--- src/rtl/modulation_sampler_sync.sv ---
// rtl/modulation_sampler_sync.sv - phase-aligned modulation buffer index tracked from system time
//
// Produces IDX = floor(SYS_TIME / FREQ_DIV) mod (CYCLE + 1). After a sequential
// initialisation (two restoring divisions), IDX is advanced incrementally.
// SYS_TIME discontinuities are detected and trigger a resync.
//
// Ports:
//   CLK        - system clock
//   RST        - synchronous active-high reset
//   SYS_TIME   - free-running system time, advances by TIME_STEP per edge
//   CYCLE      - last index; the period is CYCLE+1 entries
//   FREQ_DIV   - SYS_TIME ticks per index step
//   UPDATE     - pulse: re-latch configuration and resync
//   IDX        - current modulation index
//   VALID      - IDX is synchronised to SYS_TIME
//   IDX_STROBE - one-cycle pulse after each edge that loads or advances IDX
//   SYNC_ERR   - one-cycle pulse after a SYS_TIME discontinuity
//   CFG_ERR    - latched configuration is illegal (FREQ_DIV < TIME_STEP)
module modulation_sampler_sync #(
  parameter int TIME_W    = 64,
  parameter int IDX_W     = 16,
  parameter int DIV_W     = 32,
  parameter int TIME_STEP = 8
) (
  input  logic              CLK,
  input  logic              RST,
  input  logic [TIME_W-1:0] SYS_TIME,
  input  logic [IDX_W-1:0]  CYCLE,
  input  logic [DIV_W-1:0]  FREQ_DIV,
  input  logic              UPDATE,
  output logic [IDX_W-1:0]  IDX,
  output logic              VALID,
  output logic              IDX_STROBE,
  output logic              SYNC_ERR,
  output logic              CFG_ERR
);

  localparam int INIT_LAT = 2 * TIME_W + 1;
  localparam int CNT_W    = $clog2(TIME_W);

  // SYS_TIME will have advanced by this much when the LOAD edge arrives.
  localparam logic [TIME_W-1:0] LEAD    = TIME_W'(TIME_STEP * INIT_LAT);
  localparam logic [TIME_W-1:0] STEP_T  = TIME_W'(TIME_STEP);
  localparam logic [DIV_W:0]    STEP_D  = (DIV_W + 1)'(TIME_STEP);
  localparam logic [IDX_W-1:0]  IDX_ONE = IDX_W'(1);
  localparam logic [IDX_W:0]    QD_ONE  = (IDX_W + 1)'(1);
  localparam logic [CNT_W-1:0]  CNT_ONE = CNT_W'(1);
  localparam logic [CNT_W-1:0]  CNT_END = CNT_W'(TIME_W - 1);

  typedef enum logic [2:0] {S_LATCH, S_DIV_T, S_DIV_Q, S_LOAD, S_RUN, S_ERR} state_t;

  state_t             state, state_nxt;
  logic [IDX_W-1:0]   cyc;
  logic [DIV_W-1:0]   div;
  logic [TIME_W-1:0]  t0;
  logic [TIME_W-1:0]  exp_t;
  logic [TIME_W-1:0]  shreg;   // dividend shifting out MSB first; holds q after DIV_T
  logic [DIV_W:0]     rem;     // partial remainder in DIV_T, running remainder in RUN
  logic [IDX_W:0]     pr_q;    // partial remainder of q / (cyc+1)
  logic [CNT_W-1:0]   cnt;
  logic [IDX_W-1:0]   idx_q;
  logic               valid_q, strobe_q, sync_err_q, cfg_err_q;

  logic               restart, cfg_bad, cnt_last, time_ok;
  logic [TIME_W-1:0]  t0_next;
  logic [DIV_W:0]     div_ext, t_cand, run_sum;
  logic [DIV_W-1:0]   t_diff;
  logic               t_ge, q_ge, run_adv;
  logic [IDX_W:0]     q_div, q_diff;
  logic [IDX_W+1:0]   q_cand;
  logic [IDX_W-1:0]   idx_inc;

  always_comb begin
    restart  = UPDATE || (state == S_LATCH);
    cfg_bad  = {1'b0, FREQ_DIV} < STEP_D;
    t0_next  = SYS_TIME + LEAD;
    cnt_last = (cnt == CNT_END);
    time_ok  = (SYS_TIME == exp_t);
    div_ext  = {1'b0, div};
    // Time division step; a successful subtraction always fits in DIV_W bits.
    t_cand   = {rem[DIV_W-1:0], shreg[TIME_W-1]};
    t_ge     = t_cand >= div_ext;
    t_diff   = t_cand[DIV_W-1:0] - div;
    // Index division step; divisor cyc+1 may reach 2^IDX_W.
    q_div    = {1'b0, cyc} + QD_ONE;
    q_cand   = {pr_q, shreg[TIME_W-1]};
    q_ge     = q_cand >= {1'b0, q_div};
    q_diff   = q_cand[IDX_W:0] - q_div;
    // div >= TIME_STEP bounds the sum below 2*div, so at most one advance.
    run_sum  = rem + STEP_D;
    run_adv  = run_sum >= div_ext;
    idx_inc  = (idx_q == cyc) ? '0 : idx_q + IDX_ONE;
  end

  always_ff @(posedge CLK) begin
    if (RST) state <= S_LATCH;
    else     state <= state_nxt;
  end

  always_comb begin
    state_nxt = state;
    if (restart) begin
      state_nxt = cfg_bad ? S_ERR : S_DIV_T;
    end else begin
      case (state)
        S_DIV_T: if (cnt_last) state_nxt = S_DIV_Q;
        S_DIV_Q: if (cnt_last) state_nxt = S_LOAD;
        S_LOAD:  state_nxt = S_RUN;
        S_RUN:   if (!time_ok) state_nxt = S_LATCH;
        default: state_nxt = state;
      endcase
    end
  end

  always_ff @(posedge CLK) begin
    if (RST) begin
      cyc        <= '0;
      div        <= '0;
      t0         <= '0;
      exp_t      <= '0;
      shreg      <= '0;
      rem        <= '0;
      pr_q       <= '0;
      cnt        <= '0;
      idx_q      <= '0;
      valid_q    <= 1'b0;
      strobe_q   <= 1'b0;
      sync_err_q <= 1'b0;
      cfg_err_q  <= 1'b0;
    end else begin
      strobe_q   <= 1'b0;
      sync_err_q <= 1'b0;
      if (restart) begin
        cyc       <= CYCLE;
        div       <= FREQ_DIV;
        t0        <= t0_next;
        shreg     <= t0_next;
        rem       <= '0;
        pr_q      <= '0;
        cnt       <= '0;
        valid_q   <= 1'b0;
        cfg_err_q <= cfg_bad;
      end else begin
        case (state)
          S_DIV_T: begin
            shreg <= {shreg[TIME_W-2:0], t_ge};
            rem   <= t_ge ? {1'b0, t_diff} : t_cand;
            cnt   <= cnt_last ? '0 : cnt + CNT_ONE;
          end
          S_DIV_Q: begin
            shreg <= {shreg[TIME_W-2:0], 1'b0};
            pr_q  <= q_ge ? q_diff : q_cand[IDX_W:0];
            cnt   <= cnt_last ? '0 : cnt + CNT_ONE;
          end
          S_LOAD: begin
            idx_q    <= pr_q[IDX_W-1:0];
            exp_t    <= t0 + STEP_T;
            valid_q  <= 1'b1;
            strobe_q <= 1'b1;
          end
          S_RUN: begin
            if (!time_ok) begin
              sync_err_q <= 1'b1;
              valid_q    <= 1'b0;
            end else begin
              exp_t <= exp_t + STEP_T;
              if (run_adv) begin
                rem      <= run_sum - div_ext;
                idx_q    <= idx_inc;
                strobe_q <= 1'b1;
              end else begin
                rem <= run_sum;
              end
            end
          end
          default: ;
        endcase
      end
    end
  end

  always_comb begin
    IDX        = idx_q;
    VALID      = valid_q;
    IDX_STROBE = strobe_q;
    SYNC_ERR   = sync_err_q;
    CFG_ERR    = cfg_err_q;
  end

endmodule

--- config.mk ---
export PLATFORM = sky130hd
export DESIGN_NAME = modulation_sampler_sync
export DESIGN_NICKNAME = d
export VERILOG_FILES = /design/src/rtl/modulation_sampler_sync.sv
export SDC_FILE = /design/constraint.sdc
export NUM_CORES = 1
export LEC_CHECK = 0
export CELL_PAD_IN_SITES_DETAIL_PLACEMENT = 1
export CELL_PAD_IN_SITES_GLOBAL_PLACEMENT = 2
export CORE_ASPECT_RATIO = 0.6
export CORE_MARGIN = 2
export CORE_UTILIZATION = 39
export DETAILED_ROUTE_END_ITERATION = 16
export MAX_ROUTING_LAYER = met4
export PLACE_DENSITY_LB_ADDON = 0.1
export SYNTH_ARGS = -nofsm -noshare
export SYNTH_HDL_FRONTEND = slang
export SYNTH_SLANG_ARGS = --single-unit
--- constraint.sdc ---
create_clock -name CLK -period 8.25 [get_ports CLK]
set_clock_uncertainty 0.1 [all_clocks]
set_input_delay 1.65 -clock CLK [delete_from_list [all_inputs] [get_ports CLK]]
set_output_delay 1.65 -clock CLK [all_outputs]
set_load 0.005 [all_outputs]
* After elaboration in Yosys (flattened, before gate mapping)
Index checks and enable logic that the tools add are counted.
W data, S select, Z words.
** Cells by class
- Reduce and logical (&&, ||, !) cells :: 14
- Divide/modulo/power cells :: 0
- Equal/unequal tests :: 13
- $add $sub $neg :: 10
- Magnitude comparators :: 4
- $mul :: 0
- Bitwise logic cells :: 2
- Muxes and demuxes :: 26
- Shift operators :: 0
** Operators with widths (number)
- $pmux W64 S2 :: 2
- $add A64 B4 Y64 const B :: 2
- $mux W64 :: 2
- $mux W33 :: 3
- $ge A33 B32 Y1 :: 2
- $pmux W33 S2 :: 1
- $add A64 B11 Y64 const B :: 1
- $eq A64 B64 Y1 :: 1
- $mux W16 :: 3
- $add A33 B4 Y33 const B :: 1
- $sub A33 B32 Y33 :: 1
- $lt A32 B4 Y1 const B :: 1
- $pmux W16 S2 :: 1
- $sub A32 B32 Y32 :: 1
- $ge A18 B17 Y1 :: 1
- $add A16 B1 Y17 const B :: 1
- $mux W17 :: 1
- $sub A17 B17 Y17 :: 1
- $add A16 B1 Y16 const B :: 1
- $eq A16 B16 Y1 :: 1
- $mux W3 :: 5
- $pmux W3 S4 :: 1
- $ne A3 B3 Y1 const B :: 3
- $reduce_and A4 Y1 :: 2
- 19 further kinds :: 30
** Word-level totals
- Latch bits :: 0
- Word-level logic and storage cells :: 83
- Output and inout port bits :: 20
- ROM bits :: 0
- Bits in writable memories :: 0
- Memories :: 0
- Register bits :: 319

* Depth between registers and ports, before layout
- Word-level depth :: 5
- Depth in mapped cells :: 21

* Least setup slack after synthesis
Ideal clock, no wire load.
- Kind :: register to register
- Start :: register rem[16]
- End :: register rem[9]
- Required time :: 8.092 ns
- Arrival :: 4.370 ns
- Path slack :: 3.721 ns
- Clock period less this slack :: 4.529 ns
- Library setup time :: 0.058 ns
- Path buffers :: 3
- Stages on the path, launching flop included :: 20
- Path through :: dfxtp_1 > clkbuf_1 > nand4_1 > nor4_1 > and2_1 > nand4_1 > or2_2 > xnor2_1 > ha_1 > and3_1 > and2_1 > and3_1 > clkbuf_1 > a31oi_1 > nand4b_1 > a31oi_1 > clkbuf_1 > nand2_1 > a311oi_1 > o21a_1
** On the way
- Word-level cells in the longest chain between the ends :: 5
- Elaborated cells on any way between the ends :: 7
** RTL lines
- start, declared :: line 58 : logic [DIV_W:0] rem;
- start signal, assigned :: line 147 : rem <= t_ge ? {1'b0, t_diff} : t_cand;
- start signal, assigned :: line 168 : rem <= run_sum - div_ext;
- start signal, assigned :: line 172 : rem <= run_sum;
- $add A33 B4 Y33 :: line 90 : run_sum = rem + STEP_D;
- $ge A33 B32 Y1 :: line 91 : run_adv = run_sum >= div_ext;
- $mux W33 :: line 167 : if (run_adv) begin
- $mux W33 :: line 162 : if (!time_ok) begin
- $pmux W33 S2 (*) :: line 144 : case (state)
Mark *: on every way between the ends. The rest lies on a longest branch, timed or not. The select of a mux whose other input is x is not followed.
A chain may end at the register's enable or synchronous reset.

* Worst setup path in the final report
- Start :: register rem[3]
- End :: register idx_q[14], in the netlist IDX[14]
** On the way
- Word-level cells in the longest chain between the ends :: 4
** RTL lines
- $add A33 B4 Y33 :: line 90
- $ge A33 B32 Y1 :: line 91
- $ne A2 B2 Y1 (no source line)
- $reduce_and A4 Y1 (no source line)
- end signal, assigned :: line 156 : idx_q <= pr_q[IDX_W-1:0];
- end signal, assigned :: line 169 : idx_q <= idx_inc;
- end, declared :: line 61 : logic [IDX_W-1:0] idx_q;
No other way between the ends.

==> flow_summary.yaml <==
pwr:
  switching_power_mw: 1.39
  comb_power_share_pct: 19.7
  internal-power_mw: 2.93
  peakVddDrop_v: 0.000137
  seqPwrFrac_pct: 39.1
  p_leak_nw: 9.99
  power_frac_clock_pct: 41.1
  switching_share_pct: 32.2
  power_density_nw_per_um2: 166
floorplanning:
  die_w_um: 317
  chipHeight_um: 192
  num_rows: 68
  core_area_um2: 57900
  initial_core_util_pct: 39.7
  die_area_um2: 60900
  io_pins: 135
timing:
  hold_violations: 0
  final.setup.tns_ns: 0
  slew_violations: 0
  tightest_slew_ns: 1.26
  fin_crit_sh_pct: 78.6
  period_minus_slack_ns: 6.48
  relSlewSlack_pct: 15.4
  max_freq_ghz: 0.154
  rsz0062_at_grt: "false"
  setup_viol: 0
worst_setup_path:
  crit_start: "rem[3]$_SDFFE_PP0P_"
  timing.rr.start: "rem[3]$_SDFFE_PP0P_"
  worst_path_largest_cell_delay_ns: 1.06
  start_kind: "flop"
  end_kind: "flop"
  arrival_ns: 6.77
  cp.required_ns: 8.54
  cp_slowest_cell: "a211oi_1"
  crit_chain: "ha_1 -> ha_1 -> nand2_1 -> a211oi_1 -> o21ai_0 -> a31o_2 -> o21ai_1 -> a31o_2 -> o21ai_0 -> buf_4 -> a221oi_1 -> nor3_1"
  path_max_fanout: 26
  criticalPathCategory: "flop to flop"
drt:
  wl_per_cell_um: 25.1
  drc_errors: 0
  drtPass1Iterations: 7
  routed_wl_um: 98100
  avgViaCountPerCell: 6.17
  vias: 24154
  drtIter0Drc: 2251
  drtAntennaViolNets: 0
yosys:
  synthXorXnorAreaFrac_pct: 10.3
  syn_nets: 3308
  synth_area_per_cell_um2: 7.39
  synth_compound_area_share_pct: 22.6
  synth_edf_count: 0
  synthAdderAreaFrac_pct: 5.05
  syn_area_um2: 22900
  synth_top_family_by_area: "simple AND/OR/NAND/NOR gates"
  synth.distinct_cells: 90
  ys.flop_type: "dfxtp_1"
  synthCells: 3103
  ys_seq_area_share_pct: 27.8
  synth-simple-area-share_pct: 25.2
  ys_warn_count: 0
  synthArstFlopShare_pct: 0
  yosys_register_bits: 319
  synth.area.mux_share_pct: 4.18
global_route:
  antenna_found_initial: 1
  grt_start_max_net_pins: 116
  grt_overflow: 0
  grt_pass1_wl_um: 148000
  track_usage_pct: 32.7
  grt_pass1_vias: 23464
clock_network:
  cts_hold_buf: 0
  htree_levels: 2
  ctsResizeCount: 0
  clk_pin_slew_ns: 0.07
  numClockSinks: 319
  cts_setup_buffers: 0
  cts_buffers: 36
  cts_tree: "yes"
  cts-root-buf: "clkbuf_16"
  clock_latency_ns: 0.57
  clock_path_buffers: 3
final_layout:
  nets: 3322
  drive_gt1_share_pct: 4.99
  final_util_pct: 45.0
  syn_to_final_growth_pct: 13.5
  stdcell_area_um2: 26100
  nFillCells: 7158
place:
  placed_area_um2: 24800
  io_buffers: 134
  gp_congestion: 0.970
  dp_hpwl_um: 73600
job:
  cap_violations: 0
worst_hold_path:
  hp-start: "div[31]$_SDFFE_PP0N_"
  hp-class: "flop to flop"
status:
  status: "complete, no violations"
[final timing paths]
check                           cells after the start  slack (ns)                   end
worst max-delay path                               12        1.77  IDX[14]$_SDFFE_PP0P_
worst min-delay path                                2        0.35  div[31]$_SDFFE_PP0N_
worst max register to register                     12        1.77  IDX[14]$_SDFFE_PP0P_
worst min register to register                      2        0.35  div[31]$_SDFFE_PP0N_
[cells in the mapped netlist (9+ instances only)]
library cell | instances | area share [%]
and3_1 | 50 | 1.4
or2_2 | 10 | 0.27
a211oi_1 | 42 | 1.4
and4_1 | 9 | 0.34
nand2_1 | 513 | 8.4
or3_1 | 15 | 0.41
ha_1 | 87 | 4.7
mux2_2 | 18 | 0.88
a21boi_0 | 15 | 0.49
xor2_1 | 168 | 6.4
a41oi_1 | 12 | 0.46
nor4_1 | 41 | 1.1
nor3_1 | 64 | 1.4
inv_1 | 89 | 1.5
o21a_1 | 23 | 0.75
and2_1 | 15 | 0.41
xnor2_1 | 103 | 3.9
o21ai_0 | 137 | 3.0
nand4_1 | 61 | 1.7
a21o_1 | 78 | 2.6
o2111ai_1 | 10 | 0.38
a32o_1 | 9 | 0.39
clkbuf_1 | 154 | 2.5
mux2i_1 | 73 | 3.2
a311oi_1 | 25 | 0.95
dfxtp_1 | 319 | 28
a221oi_1 | 9 | 0.34
nand3_1 | 107 | 2.3
o211ai_1 | 25 | 0.82
nor2_1 | 264 | 4.3
a21oi_1 | 273 | 6.0
nand3b_1 | 9 | 0.29
buf_1 | 18 | 0.29
a31oi_1 | 72 | 2.0
nor2b_1 | 16 | 0.44
buf_2 | 9 | 0.20
nand2b_1 | 24 | 0.65
[state kept, by name, summed over array words and instances (netlist names), 16 cells and up]
name,count
pr_q,17
t0,64
div,32
shreg,64
exp_t,64
rem,33
cyc,16
IDX,16
[metrics by stage]
| stage | setup slack [ns] | instances | hold WS (ns) | total power [mW] |
|---|---|---|---|---|
| 2_1_floorplan | 3.72 | 3103 | 0.332 | 2.22 |
| 3_3_place_gp | 2.39 | 3849 | 0.338 | 2.53 |
| 3_5_place_dp | 2.23 | 3849 | 0.346 | 2.55 |
| 4_1_cts | 2.19 | 3914 | 0.355 | 4.32 |
| 5_1_grt | 1.59 | 3915 | 0.379 | 4.48 |
| 6_report | 1.77 | 3915 | 0.352 | 4.31 |
[critical path, delay by kind of cell, from the launching register on]
family	cells	cell delay (ns)
fa+ha+maj	2	0.78
compound gates	7	4.14
simple gates	2	0.39
flops	1	0.63
buf+inv	1	0.26
[kinds of logic (layout without fill, tap and decap cells)]
kind of cell,count (synthesis),count (layout)
other,0,1
muxes,93,93
AOI/OAI and AO/OA,814,814
adders and majority gates,91,91
DFF,319,319
and+or+nand+nor,1239,1239
buffers and inverters,276,317
xor gates and xnor gates,271,271
[power by group through the flow]
stage          logic, mW  clock network [mW]  registers [mW]
6_report           0.851                1.78            1.69
4_1_cts            0.832                1.80            1.69
3_3_place_gp       0.810                   0            1.72
5_1_grt            0.918                1.87            1.70
2_1_floorplan      0.528                   0            1.69
3_5_place_dp       0.826                   0            1.72
[routing by layer]
layer	global-route usage (%)	up-vias	routed length [um]
li1	-	11099	-
met1	51.5	12152	50600
met2	42.5	834	37700
met3	6.53	69	8850
met4	4.32	0	936
met5	-	-	0
[layout by cell type (no fill, tap or decap), drive strengths merged, types with 9 or more instances in the layout]
master / netlist / final
a21boi: 15 / 15
a21oi: 273 / 273
or3: 16 / 16
clkinv: 0 / 9
or2: 10 / 10
nor3b: 10 / 10
a211oi: 42 / 42
buf: 33 / 30
xnor2: 103 / 103
nor2: 264 / 264
o21ai: 139 / 139
nand4: 61 / 61
nand3b: 10 / 10
clkbuf: 154 / 46
and2: 17 / 17
clkdlybuf4s50: 0 / 133
nand2: 513 / 513
o211ai: 25 / 25
and3: 50 / 50
and4: 9 / 9
o21a: 23 / 23
nand2b: 24 / 24
a41oi: 12 / 12
nor2b: 16 / 16
o2111ai: 10 / 10
mux2i: 74 / 74
a21o: 78 / 78
inv: 89 / 91
a31oi: 72 / 72
nor4: 46 / 46
a311oi: 25 / 25
nor3: 66 / 66
xor2: 168 / 168
a32o: 9 / 9
ha: 87 / 87
nand3: 107 / 107
mux2: 19 / 19
a221oi: 9 / 9
dfxtp: 319 / 319
[area by class of cell]
class                      count  area [um^2]  share of cell area (%)
tap                          770          963                    3.70
antenna                        1         2.50                 0.00961
inverter                      89          334                    1.28
timing repair buffer         163         1570                    6.04
multi-input combinational   2508        15500                    59.7
clock buffer                  46          978                    3.76
clock inverter                19          265                    1.02
sequential                   319         6390                    24.5
Note: power is estimated with default switching activity, not from simulation.
